### src/rtl/spi_pkg.sv
// Shared types for the SPI chip-select sequencer: FSM state encoding and the
// width helper used to size the chip-select index.
package spi_pkg;

  // Sequencer states; encoding is also exported on the debug state port.
  typedef enum logic [2:0] {
    ST_IDLE    = 3'd0,
    ST_SETUP   = 3'd1,
    ST_SEND    = 3'd2,
    ST_WAIT_RX = 3'd3,
    ST_HOLD    = 3'd4,
    ST_GAP     = 3'd5
  } state_t;

  // Width of an index selecting one of n lines, never less than one bit.
  function automatic int cs_sel_width(input int n);
    return (n <= 2) ? 1 : $clog2(n);
  endfunction

endpackage

### src/rtl/spi_delay_counter.sv
// Loadable down-counter used for the chip-select setup, hold and gap timers.
// A load wins over counting; the counter parks at zero once it gets there.
module spi_delay_counter #(
  parameter int WIDTH = 8
) (
  input  logic             clk,
  input  logic             rst_n,
  input  logic             i_load,
  input  logic [WIDTH-1:0] i_load_val,
  output logic [WIDTH-1:0] o_count,
  output logic             o_zero
);

  logic [WIDTH-1:0] r_count;

  // Reload on timed-state entry, otherwise count down and stop at zero.
  always_ff @(posedge clk or negedge rst_n) begin
    if (!rst_n) begin
      r_count <= '0;
    end else if (i_load) begin
      r_count <= i_load_val;
    end else if (r_count != '0) begin
      r_count <= r_count - WIDTH'(1);
    end
  end

  assign o_count = r_count;
  assign o_zero  = (r_count == '0);

endmodule

### src/rtl/spi_cs_sequencer.sv
// Transaction front-end for spi_master. Takes one command per transaction,
// drives the chip selects with setup/hold/gap timing, passes tx words one at a
// time to spi_master and forwards or discards the returned rx words.
//
// Handshakes: every AXIS-style pair (valid/ready) transfers exactly on a clock
// edge where both are high; valid never depends on ready on the producer side
// of this block, and only one tx word is ever in flight (SEND -> WAIT_RX).
module spi_cs_sequencer
  import spi_pkg::*;
#(
  parameter int AXIS_DATA_WIDTH = 8,
  parameter int CS_COUNT        = 4,
  parameter int CS_SEL_WIDTH    = cs_sel_width(CS_COUNT),
  parameter int LEN_WIDTH       = 16,
  parameter int DELAY_WIDTH     = 8
) (
  input  logic                       clk,
  input  logic                       rst_n,
  input  logic [CS_SEL_WIDTH-1:0]    s_cmd_cs,
  input  logic [LEN_WIDTH-1:0]       s_cmd_len,
  input  logic                       s_cmd_rx_en,
  input  logic                       s_cmd_valid,
  output logic                       s_cmd_ready,
  input  logic [AXIS_DATA_WIDTH-1:0] s_tx_tdata,
  input  logic                       s_tx_tvalid,
  output logic                       s_tx_tready,
  output logic [AXIS_DATA_WIDTH-1:0] spi_tx_tdata,
  output logic                       spi_tx_tvalid,
  input  logic                       spi_tx_tready,
  input  logic [AXIS_DATA_WIDTH-1:0] spi_rx_tdata,
  input  logic                       spi_rx_tvalid,
  output logic                       spi_rx_tready,
  output logic [AXIS_DATA_WIDTH-1:0] m_rx_tdata,
  output logic                       m_rx_tvalid,
  input  logic                       m_rx_tready,
  input  logic [DELAY_WIDTH-1:0]     cfg_cs_setup,
  input  logic [DELAY_WIDTH-1:0]     cfg_cs_hold,
  input  logic [DELAY_WIDTH-1:0]     cfg_cs_gap,
  output logic [CS_COUNT-1:0]        cs_n,
  output logic                       busy,
  output logic                       done,
  output state_t                     dbg_state
);

  state_t                r_state;
  logic                  r_rx_en;
  logic [LEN_WIDTH-1:0]  r_remaining;
  logic [DELAY_WIDTH-1:0] r_hold;
  logic [DELAY_WIDTH-1:0] r_gap;
  logic [CS_COUNT-1:0]   r_cs_n;
  logic                  r_done;

  logic                   w_cmd_hs;
  logic                   w_tx_hs;
  logic                   w_rx_hs;
  logic                   w_last;
  logic                   w_load;
  logic [DELAY_WIDTH-1:0] w_load_val;
  logic [DELAY_WIDTH-1:0] w_count;
  logic                   w_zero;
  logic [CS_COUNT-1:0]    w_cs_sel_n;

  // Command ready is gated by rst_n so it stays low while reset is asserted.
  assign s_cmd_ready = rst_n && (r_state == ST_IDLE);
  assign w_cmd_hs    = s_cmd_valid && s_cmd_ready;

  // tx path is a gated pass-through, open only in SEND.
  assign s_tx_tready   = (r_state == ST_SEND) && spi_tx_tready;
  assign spi_tx_tvalid = (r_state == ST_SEND) && s_tx_tvalid;
  assign spi_tx_tdata  = s_tx_tdata;
  assign w_tx_hs       = spi_tx_tvalid && spi_tx_tready;

  // rx path is open only in WAIT_RX; discarded words are sunk unconditionally.
  assign spi_rx_tready = (r_state == ST_WAIT_RX) && (r_rx_en ? m_rx_tready : 1'b1);
  assign m_rx_tvalid   = (r_state == ST_WAIT_RX) && r_rx_en && spi_rx_tvalid;
  assign m_rx_tdata    = spi_rx_tdata;
  assign w_rx_hs       = spi_rx_tvalid && spi_rx_tready;
  assign w_last        = (r_remaining == LEN_WIDTH'(1));

  assign busy      = (r_state != ST_IDLE);
  assign done      = r_done;
  assign cs_n      = r_cs_n;
  assign dbg_state = r_state;

  // Decode the commanded CS index; an out-of-range index selects nothing.
  always_comb begin
    w_cs_sel_n = '1;
    for (int i = 0; i < CS_COUNT; i++) begin
      w_cs_sel_n[i] = (CS_SEL_WIDTH'(i) != s_cmd_cs);
    end
  end

  // Reload the shared delay timer on entry to SETUP, HOLD or GAP.
  always_comb begin
    w_load     = 1'b0;
    w_load_val = '0;
    case (r_state)
      ST_IDLE: begin
        if (w_cmd_hs) begin
          w_load     = 1'b1;
          w_load_val = (s_cmd_len == '0) ? cfg_cs_gap : cfg_cs_setup;
        end
      end
      ST_WAIT_RX: begin
        if (w_rx_hs && w_last) begin
          w_load     = 1'b1;
          w_load_val = r_hold;
        end
      end
      ST_HOLD: begin
        if (w_zero) begin
          w_load     = 1'b1;
          w_load_val = r_gap;
        end
      end
      default: begin
        w_load     = 1'b0;
        w_load_val = '0;
      end
    endcase
  end

  spi_delay_counter #(
    .WIDTH (DELAY_WIDTH)
  ) u_delay (
    .clk        (clk),
    .rst_n      (rst_n),
    .i_load     (w_load),
    .i_load_val (w_load_val),
    .o_count    (w_count),
    .o_zero     (w_zero)
  );

  // Transaction FSM with registered chip selects and done pulse.
  always_ff @(posedge clk or negedge rst_n) begin
    if (!rst_n) begin
      r_state     <= ST_IDLE;
      r_rx_en     <= 1'b0;
      r_remaining <= '0;
      r_hold      <= '0;
      r_gap       <= '0;
      r_cs_n      <= '1;
      r_done      <= 1'b0;
    end else begin
      r_done <= 1'b0;
      case (r_state)
        ST_IDLE: begin
          if (w_cmd_hs) begin
            r_rx_en     <= s_cmd_rx_en;
            r_remaining <= s_cmd_len;
            r_hold      <= cfg_cs_hold;
            r_gap       <= cfg_cs_gap;
            if (s_cmd_len == '0) begin
              r_state <= ST_GAP;
              r_done  <= (cfg_cs_gap == '0);
            end else begin
              r_state <= ST_SETUP;
              r_cs_n  <= w_cs_sel_n;
            end
          end
        end
        ST_SETUP: begin
          if (w_zero) r_state <= ST_SEND;
        end
        ST_SEND: begin
          if (w_tx_hs) r_state <= ST_WAIT_RX;
        end
        ST_WAIT_RX: begin
          if (w_rx_hs) begin
            r_remaining <= r_remaining - LEN_WIDTH'(1);
            r_state     <= w_last ? ST_HOLD : ST_SEND;
          end
        end
        ST_HOLD: begin
          if (w_zero) begin
            r_state <= ST_GAP;
            r_cs_n  <= '1;
            r_done  <= (r_gap == '0);
          end
        end
        ST_GAP: begin
          // done is lined up with the cycle in which the timer reads zero.
          if (w_zero) r_state <= ST_IDLE;
          else        r_done  <= (w_count == DELAY_WIDTH'(1));
        end
        default: begin
          r_state <= ST_IDLE;
          r_cs_n  <= '1;
        end
      endcase
    end
  end

endmodule

### config.mk
export PLATFORM = sky130hd
export DESIGN_NAME = spi_cs_sequencer
export DESIGN_NICKNAME = d
export VERILOG_FILES = /design/src/rtl/spi_pkg.sv /design/src/rtl/spi_delay_counter.sv /design/src/rtl/spi_cs_sequencer.sv
export SDC_FILE = /design/constraint.sdc
export NUM_CORES = 1
export LEC_CHECK = 0
export ABC_AREA = 1
export BUFFER_PORTS_ARGS = -buffer_cell sky130_fd_sc_hd__buf_2
export CELL_PAD_IN_SITES_DETAIL_PLACEMENT = 0
export CELL_PAD_IN_SITES_GLOBAL_PLACEMENT = 1
export CORE_AREA = 5 5 104 106
export DETAILED_ROUTE_END_ITERATION = 10
export DIE_AREA = 0 0 109 111
export PLACE_DENSITY = 0.77
export SETUP_SLACK_MARGIN = 0.1
export SLEW_MARGIN = 20
export SYNTH_ARGS = -nofsm -noshare
export SYNTH_HDL_FRONTEND = slang
export SYNTH_SLANG_ARGS = --single-unit
### constraint.sdc
create_clock -name clk -period 1.9 [get_ports clk]
set_input_delay 0.57 -clock clk [delete_from_list [all_inputs] [get_ports clk]]
set_output_delay 0.57 -clock clk [all_outputs]
set_load 0.005 [all_outputs]
==> metrics.cfg <==
[cts]
clk_pin_slew_ns = 0.10
cts_buffer_depth = 2
holdBufCountCts = 0
cts_root_buffer = clkbuf_8
clk-insertion-delay-late_ns = 0.31
cts_buffers = 5
h-tree-depth = 2
cts_tree = yes
clock-sinks = 49

[yosys]
syn_avg_cell_area_um2 = 6.65
synth.area.top_cells = dfrtp_1, nand2_1, nor2_1, inv_1, nand3_1
syn_nets = 583
yosysTopAreaCellShare = 0.331
netlist_instances = 512
synth-seq-cells = 49
yosysTopAreaCell = dfrtp_1
netlist_area_um2 = 3410
synth_cell_types = 34
ys_seq_area_frac = 0.361
yosysWarnings = 0

[floorplanning]
core-area_um2 = 9680
io_pins = 96
start_util = 0.352
num_rows = 36
dieWidth_um = 109
die_area_um2 = 12100
die_h_um = 111

[timing]
drv_slew = 0
timing.hold.ws_ns = 0.336
skew_ns = 0.00747
rsz0062_at_grt = true
finalCritPeriodShare = 0.984
period_minus_slack_ns = 1.87
setup_slack_ns = 0.0307
max_freq_ghz = 0.535
hold_viol = 0
maxSlewHeadroom = 0.742
tightestPinTransition_ns = 0.384
setup_viol = 0

[critical_path]
worstPathRequired_ns = 1.33
critPathLaunch = dbg_state[2]
cp_cell_sequence = buf_6 -> nor2_4 -> buf_6 -> nand2_4 -> inv_2 -> buf_6
max_stage_delay_ns = 0.41
endpoint_kind = output port
crit_top_cell = buf_6
start_kind = register
worstPathMaxFanout = 3
arrival_ns = 1.30
worst_path_dominant_cell_family = flip-flops
r2r-start = dbg_state[0]
path_class = reg2out
crit_buf_inv = 4
cp_slowest_cell = dfrtp_1

[power_and_ir_drop]
p_int_mw = 3.57
p_clk_frac = 0.141
peakVddDrop_v = 0.000467
switching_share = 0.440
seqPwrFrac = 0.316
p_leak_nw = 2.23
p_switching_mw = 2.81
power_density_nw_per_um2 = 1440
pwr-share-comb = 0.543

[place]
dp_cells = 703
routabilityCongestion = 0.812
pre_cts_ws_ns = 0.0379
port-buffer-count = 63
dpl.hpwl_um = 7260

[final_layout]
fillers = 1057
areaGrowthSynthToFinish_pct = 29.7
final_common_cell = nand2_1
most-common-layout-cells = nand2_1, nor2_1, buf_2
layout.cells.non_filler = 741
drive_gt1_frac = 0.299
diodes = 0
final_net_count = 678

[grt]
grt_pass1_vias = 3268
antenna_found_initial = 0
grt_util_met3 = 0.0221
use_met2 = 0.245
gr-total-overflow = 0
grt_busiest_layer = met2
grt_max_degree = 31
grt.total_usage = 0.159
use_met1 = 0.231
grt_pass1_wl_um = 15700

[min_path]
holdCritPathClass = in2async

[job]
drv_cap = 0

[status]
status = complete, no violations

[route]
first_pass_iters = 4
num_vias = 3438
postRouteAntennaNets = 0
post-route-drc-count = 0
viasPerCell = 4.64
wire_per_inst_um = 12.9
routed_wl_um = 9570
drt_iter0_drc = 229

[power groups by stage]
stage,clock network (mW),registers (mW),logic (mW)
after floorplan,0,1.94,2.07
after global placement,0,2.00,2.80
after detailed placement,0,2.01,2.84
after CTS,0.921,2.00,3.11
after global routing,0.953,2.09,3.92
final,0.898,2.01,3.46
[what timing repair did]
action	CTS	global route
cloned	0	1
endpoints found under the setup margin	9	31
hold endpoints to repair	0	0
pin swaps	9	8
buffers inserted	19	10
resized for setup	18	42
[flip-flops by register name, indices dropped and copies added (netlist names)]
signal and count:
dbg_state 3, r_remaining 16, r_gap 8, cs_n 4
done 1, u_delay.o_count 8, r_rx_en 1, r_hold 8
[metrics by stage]
step                      total power, mW   util  instance area (um2)  TNS, ns
after floorplan                      4.00      -                 3410        0
after global placement               4.81  0.401                 3880        0
after detailed placement             4.85  0.401                 3880        0
after CTS                            6.03  0.435                 4210        0
after global routing                 6.96  0.456                 4420  -0.0443
final                                6.37  0.456                 4420        0
[area by class of cell]
| cell class | instances | area, um2 | area share |
|---|---|---|---|
| flip-flops and latches | 49 | 1230 | 0.279 |
| well taps | 133 | 166 | 0.0377 |
| inverters | 63 | 243 | 0.0549 |
| multi-input cells | 373 | 1900 | 0.430 |
| clock inverters | 3 | 65.1 | 0.0147 |
| repair buffers | 115 | 743 | 0.168 |
| clock buffers | 5 | 68.8 | 0.0156 |
[cells by family after synthesis]
logic type	synth area share
DFF	0.361
xor gates and xnor gates	0.0206
buffers and inverters	0.126
adders and majority gates	0.0184
AOI/OAI and AO/OA	0.0874
and+or+nand+nor	0.386
[metal layers]
layer  routed length (um)  share of wire
met1                 4510           0.47
met3                  454          0.047
met4                  131          0.014
met5                    0              0
met2                 4480           0.47
[synthesized netlist by cell type]
library cell,n
nand3_4,1
nand3b_1,6
a21oi_1,5
nor2_2,2
inv_2,3
nand2_4,1
o22ai_1,1
o21ai_1,4
nand4_1,6
xnor2_1,4
buf_2,2
nor2_8,1
o211ai_1,5
or2_2,1
clkbuf_1,6
nand2_1,149
o21ai_2,2
inv_1,60
dfstp_2,4
a22oi_1,1
nand3_1,38
nor2_1,84
nor2_4,1
nand2_2,2
nor4_1,5
a21oi_2,1
buf_6,3
ha_1,5
o21ai_0,35
buf_4,17
dfrtp_1,45
nor3_1,7
nand3_2,1
xor2_1,4
[path summary, 6_finish.rpt]
kind / slack (ns) / end / cells after the start
max in group asynchronous: 1.21 / cs_n[2] / 3
hold / removal: 0.34 / r_remaining[9] / 2
min in group clk: 0.45 / r_hold[6] / 3
hold reg to reg: 0.48 / cs_n[2] / 2
setup reg to reg: 0.14 / dbg_state[1] / 12
setup / recovery: 0.03 / spi_rx_tready / 6
(Power assumes the default switching activity.)
